**config.mk**
```make
export PLATFORM = sky130hd
export DESIGN_NAME = display_mux_4dig
export DESIGN_NICKNAME = d
export VERILOG_FILES = /design/src/rtl/display_mux_4dig.sv
export SDC_FILE = /design/constraint.sdc
export NUM_CORES = 1
export LEC_CHECK = 0
export CORE_UTILIZATION = 35
export CTS_CLUSTER_SIZE = 10
export DETAILED_ROUTE_END_ITERATION = 12
export PLACE_DENSITY = 0.53
export SLEW_MARGIN = 10
export SYNTH_ARGS = -nofsm -noshare
export SYNTH_HDL_FRONTEND = slang
export SYNTH_SLANG_ARGS = --single-unit
```
**constraint.sdc**
```tcl
create_clock -name i_clk -period 5.1 [get_ports i_clk]
set_clock_uncertainty 0.1 [all_clocks]
set_input_delay 1.02 -clock i_clk [delete_from_list [all_inputs] [get_ports i_clk]]
set_output_delay 1.02 -clock i_clk [all_outputs]
set_load 0.02 [all_outputs]
```
**src/rtl/display_mux_4dig.sv**
```systemverilog
// -----------------------------------------------------------------------------
// display_mux_4dig
//   Four-digit, time-multiplexed, common-anode seven-segment display driver.
//   Each i_tick advances to the next digit, decodes its hex nibble and, after
//   BLANK clock cycles with every anode off (ghosting suppression), enables
//   that digit's anode. Display data is captured into a shadow register once
//   per frame (at digit 0) so a frame never mixes old and new values.
//
// Parameters
//   BLANK    : cycles all anodes stay off after each tick (0..255)
//
// Ports
//   i_clk    : system clock
//   i_reset  : asynchronous reset, active-low
//   i_tick   : one-cycle digit-advance strobe
//   i_data   : four hex nibbles, [3:0] = digit 0 (rightmost)
//   i_dp     : decimal point enables, bit n = digit n, active-high
//   i_lzb    : leading-zero blanking enable
//   o_an     : anode enables, active-low, bit n = digit n
//   o_seg    : segments {g,f,e,d,c,b,a}, active-low
//   o_dp     : decimal point segment, active-low
//   o_frame  : one-cycle pulse on each shadow reload (start of frame)
// -----------------------------------------------------------------------------
module display_mux_4dig #(
  parameter int BLANK = 4
) (
  input  logic        i_clk,
  input  logic        i_reset,
  input  logic        i_tick,
  input  logic [15:0] i_data,
  input  logic [3:0]  i_dp,
  input  logic        i_lzb,
  output logic [3:0]  o_an,
  output logic [6:0]  o_seg,
  output logic        o_dp,
  output logic        o_frame
);

  localparam logic [1:0] S_IDLE  = 2'd0;
  localparam logic [1:0] S_BLANK = 2'd1;
  localparam logic [1:0] S_ON    = 2'd2;

  localparam logic [7:0] BLANK_CNT = 8'(BLANK);

  // Hex to active-low segment pattern {g,f,e,d,c,b,a}.
  function automatic logic [6:0] hex_to_seg(input logic [3:0] nib);
    case (nib)
      4'h0:    hex_to_seg = 7'b1000000;
      4'h1:    hex_to_seg = 7'b1111001;
      4'h2:    hex_to_seg = 7'b0100100;
      4'h3:    hex_to_seg = 7'b0110000;
      4'h4:    hex_to_seg = 7'b0011001;
      4'h5:    hex_to_seg = 7'b0010010;
      4'h6:    hex_to_seg = 7'b0000010;
      4'h7:    hex_to_seg = 7'b1111000;
      4'h8:    hex_to_seg = 7'b0000000;
      4'h9:    hex_to_seg = 7'b0010000;
      4'hA:    hex_to_seg = 7'b0001000;
      4'hB:    hex_to_seg = 7'b0000011;
      4'hC:    hex_to_seg = 7'b1000110;
      4'hD:    hex_to_seg = 7'b0100001;
      4'hE:    hex_to_seg = 7'b0000110;
      default: hex_to_seg = 7'b0001110;
    endcase
  endfunction

  // State and shadow registers
  logic [1:0]  state_q,   state_d;
  logic [1:0]  idx_q,     idx_d;
  logic        started_q, started_d;
  logic [7:0]  cnt_q,     cnt_d;
  logic [15:0] data_q,    data_d;
  logic [3:0]  dp_sh_q,   dp_sh_d;
  logic        lzb_q,     lzb_d;
  logic [3:0]  an_q,      an_d;
  logic [6:0]  seg_q,     seg_d;
  logic        dp_q,      dp_d;
  logic        frame_q,   frame_d;

  // Decode helpers
  logic        frame_start;
  logic [1:0]  new_idx;
  logic [3:0]  lz;       // lz[n]: digit n and all more-significant nibbles are zero
  logic [3:0]  nib;
  logic        blank_dig;
  logic        dp_bit;

  always_comb begin
    // NOTE: every signal written here gets a default first, so no path can
    // leave one unassigned and infer a latch.
    frame_start = i_tick && (!started_q || (idx_q == 2'd3));
    new_idx     = frame_start ? 2'd0 : idx_q + 2'd1;

    lz[3] = (data_q[15:12] == 4'h0);
    lz[2] = lz[3] && (data_q[11:8] == 4'h0);
    lz[1] = lz[2] && (data_q[7:4]  == 4'h0);
    lz[0] = 1'b0;   // digit 0 is never blanked

    // The frame-start edge decodes digit 0 straight from the input, since the
    // shadow only receives that value on this same edge.
    if (frame_start) begin
      nib       = i_data[3:0];
      blank_dig = 1'b0;
      dp_bit    = i_dp[0];
    end else begin
      nib       = data_q[{new_idx, 2'b00} +: 4];
      blank_dig = lzb_q && lz[new_idx];
      dp_bit    = dp_sh_q[new_idx];
    end

    state_d   = state_q;
    idx_d     = idx_q;
    started_d = started_q;
    cnt_d     = cnt_q;
    data_d    = data_q;
    dp_sh_d   = dp_sh_q;
    lzb_d     = lzb_q;
    an_d      = an_q;
    seg_d     = seg_q;
    dp_d      = dp_q;
    frame_d   = 1'b0;

    if (i_tick) begin
      // A tick is honoured in every state, including mid-blank.
      idx_d   = new_idx;
      seg_d   = blank_dig ? 7'b1111111 : hex_to_seg(nib);
      dp_d    = ~dp_bit;
      frame_d = frame_start;
      if (frame_start) begin
        data_d    = i_data;
        dp_sh_d   = i_dp;
        lzb_d     = i_lzb;
        started_d = 1'b1;
      end
      if (BLANK == 0) begin
        an_d    = ~(4'b0001 << new_idx);
        cnt_d   = 8'd0;
        state_d = S_ON;
      end else begin
        an_d    = 4'b1111;
        cnt_d   = BLANK_CNT;
        state_d = S_BLANK;
      end
    end else if (state_q == S_BLANK) begin
      cnt_d = cnt_q - 8'd1;
      // Counter reaching 1 here means this edge is BLANK cycles after the tick.
      if (cnt_q == 8'd1) begin
        an_d    = ~(4'b0001 << idx_q);
        state_d = S_ON;
      end
    end
  end

  // NOTE: sequential state uses non-blocking assignments so every register
  // samples pre-edge values regardless of statement order.
  always_ff @(posedge i_clk or negedge i_reset) begin
    if (!i_reset) begin
      // NOTE: the shadow is an ordinary register bank, not a RAM, so it is
      // reset along with the control state.
      state_q   <= S_IDLE;
      idx_q     <= 2'd0;
      started_q <= 1'b0;
      cnt_q     <= 8'd0;
      data_q    <= 16'h0000;
      dp_sh_q   <= 4'h0;
      lzb_q     <= 1'b0;
      an_q      <= 4'b1111;
      seg_q     <= 7'b1111111;
      dp_q      <= 1'b1;
      frame_q   <= 1'b0;
    end else begin
      state_q   <= state_d;
      idx_q     <= idx_d;
      started_q <= started_d;
      cnt_q     <= cnt_d;
      data_q    <= data_d;
      dp_sh_q   <= dp_sh_d;
      lzb_q     <= lzb_d;
      an_q      <= an_d;
      seg_q     <= seg_d;
      dp_q      <= dp_d;
      frame_q   <= frame_d;
    end
  end

  assign o_an    = an_q;
  assign o_seg   = seg_q;
  assign o_dp    = dp_q;
  assign o_frame = frame_q;

endmodule

```
==> out/summary.txt, run 1 <==
Outcome - finished, final reports clean
Leading area contributor after synthesis - dfrtp_1
Routed wire length per instance - 13.41 um
Pwr/cell area - 625.9 nW/um^2
Top FF cell, synth - dfrtp_1
Max Fanout on Critical Path - 33
Critical Path Start Type - primary input
First-pass GRT wire length - 8.935 mm
Post-CTS resize count - 0
Endpoint arrival time on the critical path - 3.59 ns
Post CTS Setup Buffer Count - 0
Die Area - 7503 um^2
CTS buffer count - 5
Initial antenna violation count - 0
Synth Register Bits - 47
Setup TNS Final - 0 ns
Max IR drop VDD - 202.0 uV
Largest net degree at the start of global routing - 48
Leak pwr - 1.367 nW
Worst hold path type - flip-flop to flip-flop
Max-slew headroom - 29.84%
Buffers on Ports - 36
Netlist cell types - 48
Post-synthesis sequential area ratio - 47.53%
Core Area - 6869 um^2
Clk root buf - clkbuf_8
Starting density of the core - 36.48%
# rows - 30
Proportion of layout cells with a drive suffix above 1 - 12.80%
Cells after Synth - 253
Worst-Skew Late Latency - 0.30 ns
Total Wirelength - 5.162 mm
Post-Syn Nets - 289
RSZ-0062 raised after global routing - false
Antenna cells - 0
Cts hold-fix bufs - 0
Antenna viol nets, final - 0
Syn-to-layout area delta - 20.82%
Hold Fails Final Rpt - 0
Final min period - 3.459 ns
Clock sink count - 47
Hpwl dp - 3.713 mm
Top cells by count, synth - nand2_1, dfrtp_1, nor2_1
DR vias/cell - 4.764
WS Path Type - primary input to flip-flop
Residual DRC count - 0
Worst Tran Pin Value - 1.052 ns
# nets final - 324
Mapped cell area - 2506 um^2
Worst setup EP type - flip-flop
Syn_area_per_cell - 9.906 um^2
MaxCap Viol Count - 0
Initial drt markers - 65
Total grt overflow - 0
Hold_ws - 0.3797 ns
Final Max Slew Viols - 0
H-Tree Depth - 2
Max clock buf depth - 2
Most common cell in the netlist - nand2_1
Synth area leaders - dfrtp_1, dfstp_2, nand2_1
Fmax - 289.1 MHz
Power Total - 1.895 mW
CTS clk-pin slew, worst paths - 0.09 ns
Fin crit share - 67.82%
DRT Pass-1 Iters - 4
Top-area cell type share of the netlist area - 34.95%
Vias in the first global route - 1847
Number of I/O pins - 37
FFs w/ async S/R, synth - 100.0%
EDFF count, synth - 0
CP Data Required Time - 5.23 ns
CTS tree - yes
Die outline width - 86.62 um
GPL Wtd Cong - 0.8523
Routed via count - 1834
Overall routing resource usage - 15.28%
Final setup fails - 0
Yosys warns - 0
FF-to-FF setup slack - 2.14 ns
DIE HEIGHT - 86.62 um
[power by group]
group | leakage [nW] | internal (mW) | switching (mW) | total (mW)
logic | 0.743 | 0.436 | 0.513 | 0.949
registers | 0.563 | 0.550 | 0.111 | 0.661
clock network | 0.0612 | 0.159 | 0.126 | 0.285
total | 1.37 | 1.14 | 0.750 | 1.90
[cell type report]
type                            instances  area (um^2)
Clock buffer                            6        82.58
Multi-Input combinational cell        186         1191
Inverter                               10        37.54
Sequential cell                        47         1191
Fill cell                             676         3841
Tap cell                               96        120.1
Timing Repair Buffer                   38        370.4
Clock inverter                          2        35.03
[registers in the layout (all words and copies together) (netlist names), 2 cells and up]
signal / count
data_q: 16
cnt_q: 8
o_seg: 7
dp_sh_q: 4
o_an: 4
idx_q: 2
state_q: 2
[cells in the final DEF (no fill, tap or decap), types with 2 or more instances in the layout]
| master | count |
|---|---|
| ha_1 | 12 |
| mux4_1 | 3 |
| nor2_1 | 15 |
| nor3_1 | 3 |
| a21boi_0 | 3 |
| nor2b_1 | 2 |
| nand2_1 | 70 |
| a31oi_1 | 6 |
| clkdlybuf4s50_1 | 35 |
| a21oi_1 | 4 |
| o21ai_0 | 11 |
| a21o_1 | 3 |
| nand3_1 | 10 |
| dfrtp_1 | 35 |
| buf_4 | 2 |
| clkinv_1 | 2 |
| nor4_1 | 4 |
| and3_2 | 2 |
| mux4_2 | 2 |
| clkbuf_8 | 6 |
| o211ai_1 | 7 |
| inv_1 | 8 |
| or3_1 | 3 |
| dfstp_2 | 12 |
| xnor2_1 | 4 |
[per-stage QoR]
step	area (um^2)	util (%)	worst slack, ns	instances
final	3028	44.08	1.641	385
after global routing	3028	44.08	1.236	385
after CTS	3028	44.08	1.613	385
after detailed placement	2910	42.37	1.292	377
after global placement	2910	42.37	1.328	377
after floorplan	2506	-	2.486	253
[worst paths after layout]
path,endpoint,depth (start not counted),start
setup / recovery,o_seg[4],9,i_tick
hold / removal,dp_sh_q[3],2,dp_sh_q[3]
setup reg to reg,o_seg[3],10,idx_q[0]
hold reg to reg,dp_sh_q[3],2,dp_sh_q[3]
max in group asynchronous,idx_q[1],1,i_reset
min in group asynchronous,started_q,1,i_reset
[per-layer routing]
layer | routed length [um] | global-route usage, % | vias up
li1 | - | - | 941
met1 | 2571 | 20.00 | 832
met2 | 2325 | 25.04 | 50
met3 | 158 | 3.143 | 11
met4 | 107 | 5.606 | 0
met5 | 0 | 0 | -
[worst max-delay path, cell delays in order]
cell             delay [ns]
clkdlybuf4s50_1        0.45
buf_4                  0.31
clkinv_1               0.37
o21ai_0                0.35
and2_1                 0.25
inv_1                  0.10
ha_1                   0.19
or3_1                  0.35
a31oi_1                0.17
[cell families (layout without fill, tap and decap cells)]
group / after synthesis / after routing / share of synthesized area, %
multiplexers: 7 / 7 / 5.791
adder cells (fa/ha/maj): 12 / 12 / 5.991
flip-flops: 47 / 47 / 47.53
AO/OA/AOI/OAI: 43 / 43 / 12.08
buffers and inverters: 20 / 56 / 4.943
AND/OR/NAND/NOR: 119 / 119 / 21.92
XOR/XNOR: 5 / 5 / 1.747
Note: power is estimated with default switching activity, not from simulation.
==> inputs of run 2 (changes only) <==
--- a/config.mk
+++ b/config.mk
@@ -8,7 +8,7 @@
 export CORE_UTILIZATION = 35
 export CTS_CLUSTER_SIZE = 10
 export DETAILED_ROUTE_END_ITERATION = 12
-export PLACE_DENSITY = 0.53
+export PLACE_DENSITY = 0.55
 export SLEW_MARGIN = 10
 export SYNTH_ARGS = -nofsm -noshare
 export SYNTH_HDL_FRONTEND = slang
==> constraint.sdc (replaced) <==
create_clock -name i_clk -period 2.9 [get_ports i_clk]
set_clock_uncertainty 0.1 [all_clocks]
set_input_delay 0.58 -clock i_clk [delete_from_list [all_inputs] [get_ports i_clk]]
set_output_delay 0.58 -clock i_clk [all_outputs]
set_load 0.02 [all_outputs]
==> out/summary.txt, run 2 (same netlist as run 1, synthesis figures left out) <==
Outcome - finished, final reports clean
Reg with most FFs - data_q
RSZ-0062 raised after global routing - false
Post-CTS resize count - 0
MaxCap Viol Count - 0
CP Data Required Time - 3.03 ns
CTS buffer count - 5
Worst hold path type - primary input to async pin
Fin cells - 397
Clk root buf - clkbuf_8
Hpwl dp - 3.933 mm
Endpoint arrival time on the critical path - 2.62 ns
CTS clk-pin slew, worst paths - 0.09 ns
Max Fanout on Critical Path - 5
Clock sink count - 47
Syn-to-layout area delta - 23.31%
Buffers on Ports - 36
Max clock buf depth - 2
Cts hold-fix bufs - 0
Max reg flops - 16
Routed via count - 1928
Most common cell after layout, fill and taps aside - nand2_1
Leak pwr - 1.407 nW
Overall routing resource usage - 16.02%
GPL Wtd Cong - 0.9252
Post CTS Setup Buffer Count - 0
Total Wirelength - 5.267 mm
Core Area - 6869 um^2
Hold Fails Final Rpt - 0
Max IR drop VDD - 356.1 uV
Die outline width - 86.62 um
Number of I/O pins - 37
DR vias/cell - 4.856
Worst setup EP type - flip-flop
Fmax - 401.5 MHz
Worst-Skew Late Latency - 0.30 ns
Starting density of the core - 36.48%
Antenna cells - 0
Setup TNS Final - 0 ns
DRT Pass-1 Iters - 4
Antenna viol nets, final - 0
Final setup fails - 0
Routed wire length per instance - 13.27 um
Final Max Slew Viols - 0
Worst Tran Pin Value - 0.5954 ns
Final min period - 2.490 ns
Placement Setup Slack - 0.1078 ns
Die Area - 7503 um^2
Residual DRC count - 0
Power Total - 3.328 mW
H-Tree Depth - 2
Fin area - 3090 um^2
Most frequent cells in the layout - nand2_1, dfrtp_1, clkdlybuf4s50_1
DIE HEIGHT - 86.62 um
# rows - 30
Fin crit share - 85.87%
Vias in the first global route - 1968
Critical Path Start Type - flip-flop
Pwr/cell area - 1077 nW/um^2
WS Path Type - flip-flop to flip-flop
CTS tree - yes
Total grt overflow - 0
Placed Instance Area - 3000 um^2
Initial drt markers - 86
Setup ws final - 0.4096 ns
# nets final - 336
Max-slew headroom - 60.31%
Largest net degree at the start of global routing - 48
Initial antenna violation count - 0
First-pass GRT wire length - 9.335 mm
Proportion of layout cells with a drive suffix above 1 - 15.95%
Placed insts - 389
==> run 2: critical path: stages (launching register included) <==
cell      delay [ns]
dfrtp_1         0.42
buf_4           0.17
mux4_1          0.54
a21boi_0        0.15
or2_4           0.28
inv_1           0.13
ha_1            0.27
nand2_1         0.07
o221ai_1        0.11
a31oi_1         0.17
==> run 2: final cells by class <==
cell class	count	area, um^2
clock buffers	6	72.57
clock inverters	2	17.52
fillers	675	3779
inverters	10	37.54
multi-input cells	186	1191
flip-flops and latches	47	1191
well taps	96	120.1
repair buffers	50	460.4
==> run 2: final timing paths <==
path,depth (start not counted),end,slack [ns],startpoint
worst max-delay path,9,o_seg[3],0.41,idx_q[0]
worst min-delay path,2,state_q[1],0.26,i_reset
worst max register to register,9,o_seg[3],0.41,idx_q[0]
worst min register to register,1,started_q,0.38,started_q
max in group asynchronous,2,data_q[3],2.04,i_reset
min in group i_clk,1,started_q,0.38,started_q
==> run 2: metrics by stage <==
stage	hold slack (ns)	utilization (%)
3_3_place_gp	0.3590	43.68
2_1_floorplan	0.1844	-
6_report	0.2581	44.99
5_1_grt	0.3026	44.99
4_1_cts	0.2830	44.99
3_5_place_dp	0.3626	43.68
==> run 2: routing by layer <==
layer  up-vias  global-route usage (%)  share of wire, %  routed length, um
met2        34                   26.33                47               2479
met4         0                   4.242               1.3                 69
met3         8                   3.905               3.6                189
li1        963                       -                 -                  -
met1       923                   21.18                48               2528
met5         -                       0                 0                  0
==> run 2: power by group <==
part           switching (mW)  internal [mW]  total, mW
Sequential              0.179          0.967       1.15
Clock                   0.228          0.173      0.401
Combinational           0.953          0.829       1.78
Total                    1.36           1.97       3.33
